`config.mk`:
```
export PLATFORM = sky130hd
export DESIGN_NAME = player_motion_flat
export DESIGN_NICKNAME = d
export VERILOG_FILES = /design/src/rtl/player_motion_pkg.sv /design/src/rtl/player_motion_if.sv /design/src/rtl/player_motion_debouncer.sv /design/src/rtl/player_motion.sv /design/src/flat_wrapper.sv
export SDC_FILE = /design/constraint.sdc
export NUM_CORES = 1
export LEC_CHECK = 0
export BUFFER_PORTS_ARGS = -buffer_cell sky130_fd_sc_hd__buf_4
export CAP_MARGIN = 0
export CORE_ASPECT_RATIO = 0.75
export CORE_MARGIN = 2
export CORE_UTILIZATION = 53
export DETAILED_ROUTE_END_ITERATION = 8
export GPL_TIMING_DRIVEN = 0
export PLACE_DENSITY = 0.86
export SYNTH_ARGS = -nofsm -noshare
export SYNTH_HDL_FRONTEND = slang
export SYNTH_HIERARCHICAL = 1
export SYNTH_SLANG_ARGS = --single-unit
```
`constraint.sdc`:
```
create_clock -name clk -period 5.77 [get_ports clk]
set_clock_uncertainty 0.2 [all_clocks]
set_input_delay 0.577 -clock clk [delete_from_list [all_inputs] [get_ports clk]]
set_output_delay 0.577 -clock clk [all_outputs]
set_load 0.01 [all_outputs]
```
`src/rtl/player_motion_pkg.sv`:
```
// Shared maze definitions: travel directions, default maze geometry, wall bit indexing.
// Latency: n/a (constants and pure functions only).
// Backpressure: n/a.
package player_motion_pkg;

    // Travel direction encoding, also the {button_1, button_2} request code.
    localparam logic [1:0] DIR_RIGHT = 2'd0;
    localparam logic [1:0] DIR_DOWN  = 2'd1;
    localparam logic [1:0] DIR_LEFT  = 2'd2;
    localparam logic [1:0] DIR_UP    = 2'd3;

    // Default maze geometry.
    localparam int COLS_DEF      = 10;
    localparam int ROWS_DEF      = 15;
    localparam int CELL_LOG2_DEF = 5;

    typedef enum logic [1:0] {
        ST_IDLE  = 2'd0,
        ST_CHECK = 2'd1,
        ST_MOVE  = 2'd2
    } motion_state_t;

    // Horizontal wall line r (0 = top), segment c. Line 0 sits at the MSB end.
    function automatic int h_idx(input int r, input int c, input int cols, input int rows);
        return (rows + 1) * cols - 1 - (r * cols + c);
    endfunction

    // Vertical wall in cell row r, line c (0 = left). Row 0 / line 0 sits at the MSB end.
    function automatic int v_idx(input int r, input int c, input int cols, input int rows);
        return rows * (cols + 1) - 1 - (r * (cols + 1) + c);
    endfunction

endpackage

```
`src/rtl/player_motion_if.sv`:
```
// Bundle of player motion controls: raw buttons, wall maps, advance request and position result.
// Latency: n/a (wires only).
// Backpressure: advance is dropped by the slave while busy is high; it is never queued.
interface player_motion_if #(
    parameter int COLS = player_motion_pkg::COLS_DEF,
    parameter int ROWS = player_motion_pkg::ROWS_DEF
) ();
    logic                         button_1;   // raw button, direction MSB
    logic                         button_2;   // raw button, direction LSB
    logic [(ROWS+1)*COLS-1:0]     h_walls;    // horizontal wall lines
    logic [ROWS*(COLS+1)-1:0]     v_walls;    // vertical wall lines
    logic                         advance;    // one-cycle step request
    logic                         busy;       // step in progress
    logic                         done;       // one-cycle result strobe
    logic [8:0]                   pos_x;      // pixel x, {cell, sub-cell}
    logic [8:0]                   pos_y;      // pixel y, {cell, sub-cell}
    logic [1:0]                   direction;  // latched travel direction
    logic                         blocked;    // last step hit a wall or border

    modport master (
        output button_1, button_2, h_walls, v_walls, advance,
        input  busy, done, pos_x, pos_y, direction, blocked
    );

    modport slave (
        input  button_1, button_2, h_walls, v_walls, advance,
        output busy, done, pos_x, pos_y, direction, blocked
    );
endinterface

```
`src/rtl/player_motion_debouncer.sv`:
```
// Button conditioner: 2-FF synchroniser followed by a stable-count debouncer.
// Latency: 2 sync cycles + DEB_CYC consecutive matching samples before deb follows btn.
// Backpressure: none; free-running on every clk.
// Ports: clk, rst (sync, active-low), btn (raw async input), deb (debounced level).
module button_debouncer #(
    parameter int DEB_CYC = 50000
) (
    input  logic clk,
    input  logic rst,
    input  logic btn,
    output logic deb
);
    localparam int CNT_W = (DEB_CYC < 2) ? 1 : $clog2(DEB_CYC + 1);

    logic [1:0]       sync;
    logic [CNT_W-1:0] cnt;

    always_ff @(posedge clk) begin
        if (!rst) begin
            sync <= '0;
            cnt  <= '0;
            deb  <= 1'b0;
        end else begin
            sync <= {sync[0], btn};
            // Count samples that disagree with the accepted level; any agreeing sample restarts.
            if (sync[1] == deb) begin
                cnt <= '0;
            end else if (cnt == CNT_W'(DEB_CYC - 1)) begin
                deb <= sync[1];
                cnt <= '0;
            end else begin
                cnt <= cnt + 1'b1;
            end
        end
    end
endmodule

```
`src/rtl/player_motion.sv`:
```
// Player movement controller: debounced direction, wall/border check, one STEP per advance.
// Latency: advance sampled at edge N -> done and new position registered at edge N+2.
// Backpressure: advance while busy is ignored (not queued); busy covers CHECK and MOVE.
// Ports: clk, rst (sync, active-low), mif (slave side of player_motion_if).
module player_motion
    import player_motion_pkg::*;
#(
    parameter int COLS      = COLS_DEF,
    parameter int ROWS      = ROWS_DEF,
    parameter int CELL_LOG2 = CELL_LOG2_DEF,
    parameter int STEP      = 1,
    parameter int DEB_CYC   = 50000,
    parameter int START_X   = 0,
    parameter int START_Y   = 0
) (
    input  logic            clk,
    input  logic            rst,
    player_motion_if.slave  mif
);
    localparam int H_BITS  = (ROWS + 1) * COLS;
    localparam int V_BITS  = ROWS * (COLS + 1);
    localparam int H_SEL_W = $clog2(H_BITS);
    localparam int V_SEL_W = $clog2(V_BITS);
    localparam logic [8:0] START_PX = 9'(START_X * (2 ** CELL_LOG2));
    localparam logic [8:0] START_PY = 9'(START_Y * (2 ** CELL_LOG2));

    motion_state_t state, state_nxt;

    logic       deb_b1, deb_b2;
    logic [1:0] req_dir;
    logic [8:0] pos_x_r, pos_y_r;
    logic [1:0] dir_r;
    logic       wall_r, blocked_r, done_r;

    logic [8-CELL_LOG2:0] cx, cy;
    int                   cx_i, cy_i;
    logic                 aligned;
    logic                 border;
    logic                 edge_wall;
    logic [H_SEL_W-1:0]   h_sel;
    logic [V_SEL_W-1:0]   v_sel;

    button_debouncer #(.DEB_CYC(DEB_CYC)) u_deb_b1 (.clk(clk), .rst(rst), .btn(mif.button_1), .deb(deb_b1));
    button_debouncer #(.DEB_CYC(DEB_CYC)) u_deb_b2 (.clk(clk), .rst(rst), .btn(mif.button_2), .deb(deb_b2));

    assign req_dir = {deb_b1, deb_b2};
    assign cx      = pos_x_r[8:CELL_LOG2];
    assign cy      = pos_y_r[8:CELL_LOG2];
    assign aligned = (pos_x_r[CELL_LOG2-1:0] == '0) && (pos_y_r[CELL_LOG2-1:0] == '0);

    // Edge of the current cell facing the requested direction, plus the maze-border clamp.
    always_comb begin
        cx_i      = int'(cx);
        cy_i      = int'(cy);
        h_sel     = '0;
        v_sel     = '0;
        border    = 1'b0;
        edge_wall = 1'b0;
        case (req_dir)
            DIR_RIGHT: begin
                border    = (cx_i == COLS - 1);
                v_sel     = V_SEL_W'(v_idx(cy_i, cx_i + 1, COLS, ROWS));
                edge_wall = mif.v_walls[v_sel];
            end
            DIR_DOWN: begin
                border    = (cy_i == ROWS - 1);
                h_sel     = H_SEL_W'(h_idx(cy_i + 1, cx_i, COLS, ROWS));
                edge_wall = mif.h_walls[h_sel];
            end
            DIR_LEFT: begin
                border    = (cx_i == 0);
                v_sel     = V_SEL_W'(v_idx(cy_i, cx_i, COLS, ROWS));
                edge_wall = mif.v_walls[v_sel];
            end
            default: begin
                border    = (cy_i == 0);
                h_sel     = H_SEL_W'(h_idx(cy_i, cx_i, COLS, ROWS));
                edge_wall = mif.h_walls[h_sel];
            end
        endcase
    end

    always_comb begin
        state_nxt = state;
        case (state)
            ST_IDLE:  if (mif.advance) state_nxt = ST_CHECK;
            ST_CHECK: state_nxt = ST_MOVE;
            ST_MOVE:  state_nxt = ST_IDLE;
            default:  state_nxt = ST_IDLE;
        endcase
    end

    always_ff @(posedge clk) begin
        if (!rst) begin
            state     <= ST_IDLE;
            pos_x_r   <= START_PX;
            pos_y_r   <= START_PY;
            dir_r     <= DIR_RIGHT;
            wall_r    <= 1'b0;
            blocked_r <= 1'b0;
            done_r    <= 1'b0;
        end else begin
            state  <= state_nxt;
            done_r <= (state == ST_MOVE);
            if (state == ST_CHECK) begin
                // Turning is only possible on a cell boundary; mid-cell the path was already cleared.
                if (aligned) begin
                    dir_r  <= req_dir;
                    wall_r <= border | edge_wall;
                end else begin
                    wall_r <= 1'b0;
                end
            end
            if (state == ST_MOVE) begin
                blocked_r <= wall_r;
                if (!wall_r) begin
                    case (dir_r)
                        DIR_RIGHT: pos_x_r <= pos_x_r + 9'(STEP);
                        DIR_DOWN:  pos_y_r <= pos_y_r + 9'(STEP);
                        DIR_LEFT:  pos_x_r <= pos_x_r - 9'(STEP);
                        default:   pos_y_r <= pos_y_r - 9'(STEP);
                    endcase
                end
            end
        end
    end

    assign mif.busy      = (state != ST_IDLE);
    assign mif.done      = done_r;
    assign mif.pos_x     = pos_x_r;
    assign mif.pos_y     = pos_y_r;
    assign mif.direction = dir_r;
    assign mif.blocked   = blocked_r;
endmodule
```
`src/flat_wrapper.sv`:
```
// flat-port wrapper written by rule: the top's interface ports become plain ports
module player_motion_flat import player_motion_pkg::*;
#(
    parameter int COLS      = COLS_DEF,
    parameter int ROWS      = ROWS_DEF,
    parameter int CELL_LOG2 = CELL_LOG2_DEF,
    parameter int STEP      = 1,
    parameter int DEB_CYC   = 50000,
    parameter int START_X   = 0,
    parameter int START_Y   = 0
)
  (clk, rst, mif_button_1, mif_button_2, mif_h_walls, mif_v_walls, mif_advance, mif_busy, mif_done, mif_pos_x, mif_pos_y, mif_direction, mif_blocked);
  player_motion_if #(.COLS(COLS), .ROWS(ROWS)) mif_i ();
  input  logic clk;
  input  logic rst;
  input wire logic [$bits(mif_i.button_1)-1:0] mif_button_1;
  input wire logic [$bits(mif_i.button_2)-1:0] mif_button_2;
  input wire logic [$bits(mif_i.h_walls)-1:0] mif_h_walls;
  input wire logic [$bits(mif_i.v_walls)-1:0] mif_v_walls;
  input wire logic [$bits(mif_i.advance)-1:0] mif_advance;
  output wire logic [$bits(mif_i.busy)-1:0] mif_busy;
  output wire logic [$bits(mif_i.done)-1:0] mif_done;
  output wire logic [$bits(mif_i.pos_x)-1:0] mif_pos_x;
  output wire logic [$bits(mif_i.pos_y)-1:0] mif_pos_y;
  output wire logic [$bits(mif_i.direction)-1:0] mif_direction;
  output wire logic [$bits(mif_i.blocked)-1:0] mif_blocked;
  assign mif_i.button_1 = mif_button_1;
  assign mif_i.button_2 = mif_button_2;
  assign mif_i.h_walls = mif_h_walls;
  assign mif_i.v_walls = mif_v_walls;
  assign mif_i.advance = mif_advance;
  assign mif_busy = mif_i.busy;
  assign mif_done = mif_i.done;
  assign mif_pos_x = mif_i.pos_x;
  assign mif_pos_y = mif_i.pos_y;
  assign mif_direction = mif_i.direction;
  assign mif_blocked = mif_i.blocked;
  player_motion #(.COLS(COLS), .ROWS(ROWS), .CELL_LOG2(CELL_LOG2), .STEP(STEP), .DEB_CYC(DEB_CYC), .START_X(START_X), .START_Y(START_Y)) u_core (.clk(clk), .rst(rst), .mif(mif_i));
endmodule
```
== Word level (Yosys, flattened, before mapping) ==
Index checks and enable logic that the tools add are counted.

* Equality and inequality tests: 13
* Bitwise logic cells: 6
* Order comparisons: 4
* Multipliers: 3
* Reduce and logical (&&, ||, !) cells: 18
* $add $sub $neg: 16
* Mux-type cells: 15

{| class="wikitable"
|+ Operators by type and width
! cell !! number
|-
| $lt 8x9->1 const B || 4
|-
| $pmux 9 s2 || 2
|-
| $add 16x1->16 const B || 2
|-
| $bmux 1 s8 || 4
|-
| $eq 16x16->1 const B || 2
|-
| $mul 32x4->7 const B || 1
|-
| $sub 8x8->8 const A || 4
|-
| $add 8x5->8 || 3
|-
| $add 9x1->9 const B || 2
|-
| $sub 9x1->9 const B || 2
|-
| $add 4x1->5 const B || 2
|-
| $logic_not 5->1 || 2
|-
| $add 8x8->8 || 1
|-
| $logic_not 4->1 || 2
|-
| $mul 4x4->8 const B || 1
|-
| $mul 4x3->7 const B || 1
|-
| $eq 2x1->1 const B || 3
|-
| $eq 2x2->1 const B || 3
|-
| $logic_not 2->1 || 3
|-
| $pmux 1 s3 || 2
|-
| $reduce_and 2->1 || 3
|-
| $reduce_and 3->1 || 2
|-
| $reduce_or 3->1 || 2
|-
| $mux 1 || 5
|-
| other kinds (11) || 17
|}

* Flip-flop bits (word level): 63
* Output and inout bits: 23
* Logic and storage cells: 88

== Depth between registers and ports, before layout ==
* Word-level depth: 9
* Depth in mapped cells: 18

== Modules after synthesis ==
Netlist, hierarchy kept.

{| class="wikitable"
|+ By module, submodules not included
! module !! instances !! area each (um^2) !! seq. area each (um^2) !! cells each
|-
| player_motion || 1 || 8416.8 || 500.5 || 732
|-
| button_debouncer || 2 || 837.1 || 380.4 || 87
|}

== Least setup slack after synthesis ==
OpenSTA, ideal clock, no wires.

* Path kind: register -> register
* Start: register u_core.pos_y_r[5], in the netlist u_core/mif.pos_y[5]
* End: register u_core.wall_r
* Data required time: 5.439 ns
* Setup slack: 0.726 ns
* Stages on the path, launching flop included: 18
* Clock period less this slack: 5.044 ns
* Data arrival time: 4.713 ns
* Library setup time: 0.131 ns
* Cell sequence: dfxtp_1 -> inv_1 -> ha_1 -> clkbuf_1 -> buf_2 -> buf_1 -> clkbuf_1 -> inv_1 -> fa_1 -> clkbuf_1 -> clkbuf_1 -> mux4_2 -> mux2i_1 -> nand3_1 -> a311oi_1 -> o31ai_1 -> a2111oi_2 -> a211oi_1

* Longest elaborated chain between the ends: 9
* Elaborated cells on any way between the ends: 26
* Classes of those cells: add/sub (9); mul (3); eq/ne (1); mux (11); bitwise (1); reduce/logical (1)

{| class="wikitable"
|+ RTL lines
! item !! RTL line !! RTL
|-
| start: declaration || player_motion.sv:31 || <nowiki>logic [8:0] pos_x_r, pos_y_r;</nowiki>
|-
| start signal: assignment || player_motion.sv:119 || <nowiki>DIR_DOWN: pos_y_r <= pos_y_r + 9'(STEP);</nowiki>
|-
| start signal: assignment || player_motion.sv:121 || <nowiki>default: pos_y_r <= pos_y_r - 9'(STEP);</nowiki>
|-
| $add 4x1->5 || player_motion.sv:67 || <nowiki>h_sel = H_SEL_W'(h_idx(cy_i + 1, cx_i, COLS, ROWS));</nowiki>
|-
| $mul 32x4->7 || player_motion_pkg.sv:25 || <nowiki>return (rows + 1) * cols - 1 - (r * cols + c);</nowiki>
|-
| $add 8x5->8 || player_motion_pkg.sv:25 ||
|-
| $sub 8x8->8 || player_motion_pkg.sv:25 ||
|-
| $bmux 1 s8 || player_motion.sv:68 || <nowiki>edge_wall = mif.h_walls[h_sel];</nowiki>
|-
| $mux 1 (not written as such) || player_motion.sv:68 ||
|-
| $pmux 1 s3 || player_motion.sv:59 || <nowiki>case (req_dir)</nowiki>
|-
| $or 1x1->1 * || player_motion.sv:109 || <nowiki>wall_r <= border | edge_wall;</nowiki>
|-
| $mux 1 * || player_motion.sv:107 || <nowiki>if (aligned) begin</nowiki>
|-
| end signal: assignment || player_motion.sv:109 ||
|-
| end: declaration || player_motion.sv:33 || <nowiki>logic wall_r, blocked_r, done_r;</nowiki>
|}

Every way passes the cells marked *; elsewhere a longest branch is shown, timed or not. The select of a mux whose other input is x is not followed.
A chain may end at the register's enable or synchronous reset.

== Worst setup path in the final report ==
Ends and elaborated chain as after synthesis.

==> summary.md <==
| Metric | Value |
|---|---|
| Worst path max stage delay | `around 640 ps` |
| Final Cycle Share | `a little over nine tenths` |
| Clock Latency Late Sink | `340 ps` |
| Max Freq | `178 MHz` |
| Pins over their slew limit | `0` |
| 1st-pass router iterations | `5` |
| Starting density of the core | `54.4%` |
| Placed wire-length estimate | `a little over 30000 um` |
| Largest net degree at the start of global routing | `29` |
| Final ANT Viol Nets | `0` |
| Distinct cells, synth | `68` |
| Die Y | `123 um` |
| Vias per Instance | `between 6 and 7` |
| Total gr overflow | `0` |
| WP data required | `5760 ps` |
| # fillers | `1315` |
| Area leader, netlist | `mux4_2` |
| FF+latch area | `~1300 um^2` |
| Mapped Cells | `906` |
| Final Power | `1.44 mW` |
| Total core area | `18600 um^2` |
| GP Congestion | `0.974` |
| First-pass GRT wire length | `54900 um` |
| Initial antenna violation count | `0` |
| Combinational Power Share | `26.2%` |
| Synth Register Bits | `between 60 and 70` |
| Post-DR wirelength/cell | `23.8 um` |
| Worst setup margin | `138 ps` |
| Num Clock Sinks | `63` |
| Ys Warns | `6` |
| Initial DRC Count | `878` |
| Seq/Total Area, Yosys | `12.5%` |
| Reg2Reg Setup Slack | `140 ps` |
| Hold_ws | `235 ps` |
| Multi-input logic area | `8370 um^2` |
| Hold Crit Class | `flip-flop to flip-flop` |
| Clock root cell | `clkbuf_16` |
| Startpoint types | `flip-flop` |
| Setup WS pre-CTS | `-1060 ps` |
| P_sw | `0.328 mW` |
| Rows | `43` |
| CP max stage cell | `fa_1` |
| Leakage power | `5.53 nW` |
| Crit. End Element | `flip-flop` |
| Setup Fix Bufs, Post-CTS | `0` |
| Worst Tran Pin Value | `1110 ps` |
| Vias in the first global route | `10200` |
| Antenna Cells | `0` |
| Flop pwr share | `30.7%` |
| Commonest non-fill, non-tap cell in the layout | `buf_4` |
| Ys flop type | `dfxtp_1` |
| Cts hold-fix bufs | `0` |
| Switching share of power | `between 20% and 30%` |
| Status | `completed` |
| Mapped Area | `around 10000 um^2` |
| Setup Viol. Count Final | `0` |
| Final hold vios | `0` |
| CTS Buffer Depth | `2` |
| Die area | `~20000 um^2` |
| Max Cap Violations | `0` |
| CTS tree | `done` |
| Post-synth EDFFs | `0` |
| Power Dens Cells | `approximately 110 nW/um^2` |
| WS Path Type | `flip-flop to flip-flop` |
| Area grow syn2layout | `32.9%` |
| Chip width | `163 um` |
| Headroom to the max-slew limit | `25.4%` |
| Syn Nets | `between 1000 and 1500` |
| DRC | `0` |
| Global-route usage over all layers | `35.8%` |
| Final non-filler cell total | `1517` |
| Most frequent cells in the layout | `buf_4 (362), mux4_2 (181), nor2_1 (67)` |
| Syn_area_per_cell | `about 11 um^2` |
| Depth of the CTS H-tree | `3` |
| Post-Route Setup TNS | `0 ps` |
| Ranking of synthesized cells by area | `mux4_2 (40%), dfxtp_1 (12%), ha_1 (7.7%), mux2i_1 (6.2%), xnor2_1 (4.6%)` |
| Share of post-route cells with drive strength above 1 | `around half` |
| Final wirelength | `36100 um` |
| Vias | `approximately 10000` |
| RSZ-0062 raised after global routing | `no` |
| Number of port buffers | `between 300 and 400` |
| Period minus WS final | `5630 ps` |
| Yosys top cell area share | `approximately two fifths` |
| Pint | `around 1.1 mW` |
| Worst Path Arrival | `5620 ps` |
| # IOs | `between 300 and 400` |
| Clk slew on worst S/H paths | `60 ps` |
| Fin nets | `1666` |
| Placed cell count | `1505` |
| Crit path cell chain | `inv_1 > ha_1 > clkbuf_1 > buf_4 > inv_1 > fa_1 > clkbuf_2 > clkbuf_2 > mux4_2 > mux2i_1 > nand3_1 > a311oi_1 > o31ai_1 > a2111oi_2 > a211oi_1` |
| CP max FO | `28` |
| Total CTS buffers | `9` |
| Clock Power Share | `between 40% and 50%` |
| Post-synth ARST share | `0%` |
| Peak supply drop | `0.141 mV` |
[kinds of logic (layout without fill, tap and decap cells)]
family,Yosys count,count (layout),share of synthesized area [%]
multiplexers,249,249,47.2
AND/OR/NAND/NOR,211,211,11.3
AO/OA/AOI/OAI,131,131,8.34
buffers and inverters,111,475,4.87
adder cells (fa/ha/maj),71,71,9.47
XOR/XNOR,70,70,6.29
flip-flops,63,63,12.5
[flip-flops by register name (all words and copies together) (netlist names), 2 cells and up]
register,flops
u_core/u_deb_b2/cnt,16
u_core/mif.pos_x,9
u_core/state,2
u_core/u_deb_b2/sync,2
u_core/u_deb_b1/sync,2
u_core/u_deb_b1/cnt,16
u_core/mif.direction,2
u_core/mif.pos_y,9
[per-stage QoR]
step,instance area (um^2),util [%]
after floorplan,10100,-
after global placement,13000,70.3
after detailed placement,13000,70.3
after CTS,13400,72.2
after global routing,13400,72.3
final,13400,72.3
[metal layers]
layer  GRT usage, %  wire length (um)  vias up
li1               -                 -     4324
met1           45.6             13300     4825
met2           59.8             17400      744
met3           9.26              4000      115
met4           12.4              1310        0
met5              0                 0        -
[power by group through the flow]
stage,combinational (mW),sequential [mW],clock [mW]
5_1_grt,0.394,0.442,0.648
3_5_place_dp,0.368,0.451,0
6_report,0.377,0.442,0.623
4_1_cts,0.369,0.442,0.628
2_1_floorplan,0.136,0.451,0
3_3_place_gp,0.355,0.451,0
[cell usage after synthesis, types with 15 or more instances]
master / instances
nor3_1: 15
nor2_1: 67
buf_2: 18
clkbuf_1: 22
dfxtp_1: 63
xor2_1: 15
mux2i_1: 63
nand2_1: 42
xnor2_1: 53
ha_1: 62
inv_1: 56
a21oi_1: 52
mux4_2: 181
[worst max-delay path: cells and delay by family, from the launching register on]
| family | cells | cell delay [ps] |
|---|---|---|
| flops | 1 | 580 |
| simple gates | 1 | 120 |
| fa+ha+maj | 2 | 1010 |
| mux | 2 | 670 |
| compound gates | 4 | 970 |
| buf+inv | 6 | 1920 |
[area by class of cell]
class	instances	share of cell area [%]
Multi-Input combinational cell	732	62.4
Timing Repair Buffer	352	19.7
Sequential cell	63	9.41
Tap cell	247	2.30
Buffer	51	2.07
Clock buffer	9	1.68
Inverter	56	1.57
Clock inverter	7	0.896
[final timing paths]
| kind | startpoint | end | cells after the start |
|---|---|---|---|
| max | u_core/mif.pos_y[5] | u_core/wall_r | 15 |
| min | u_core/u_deb_b2/sync[0] | u_core/u_deb_b2/sync[1] | 1 |
| max reg2reg | u_core/mif.pos_y[5] | u_core/wall_r | 15 |
| min reg2reg | u_core/u_deb_b2/sync[0] | u_core/u_deb_b2/sync[1] | 1 |
[timing repair]
| item | in CTS | in global routing |
|---|---|---|
| gates resized for setup | 7 | 6 |
| endpoints found under the setup margin | 1 | 1 |
| pin swaps | 0 | 1 |
Power figures use the tool's default switching activity.
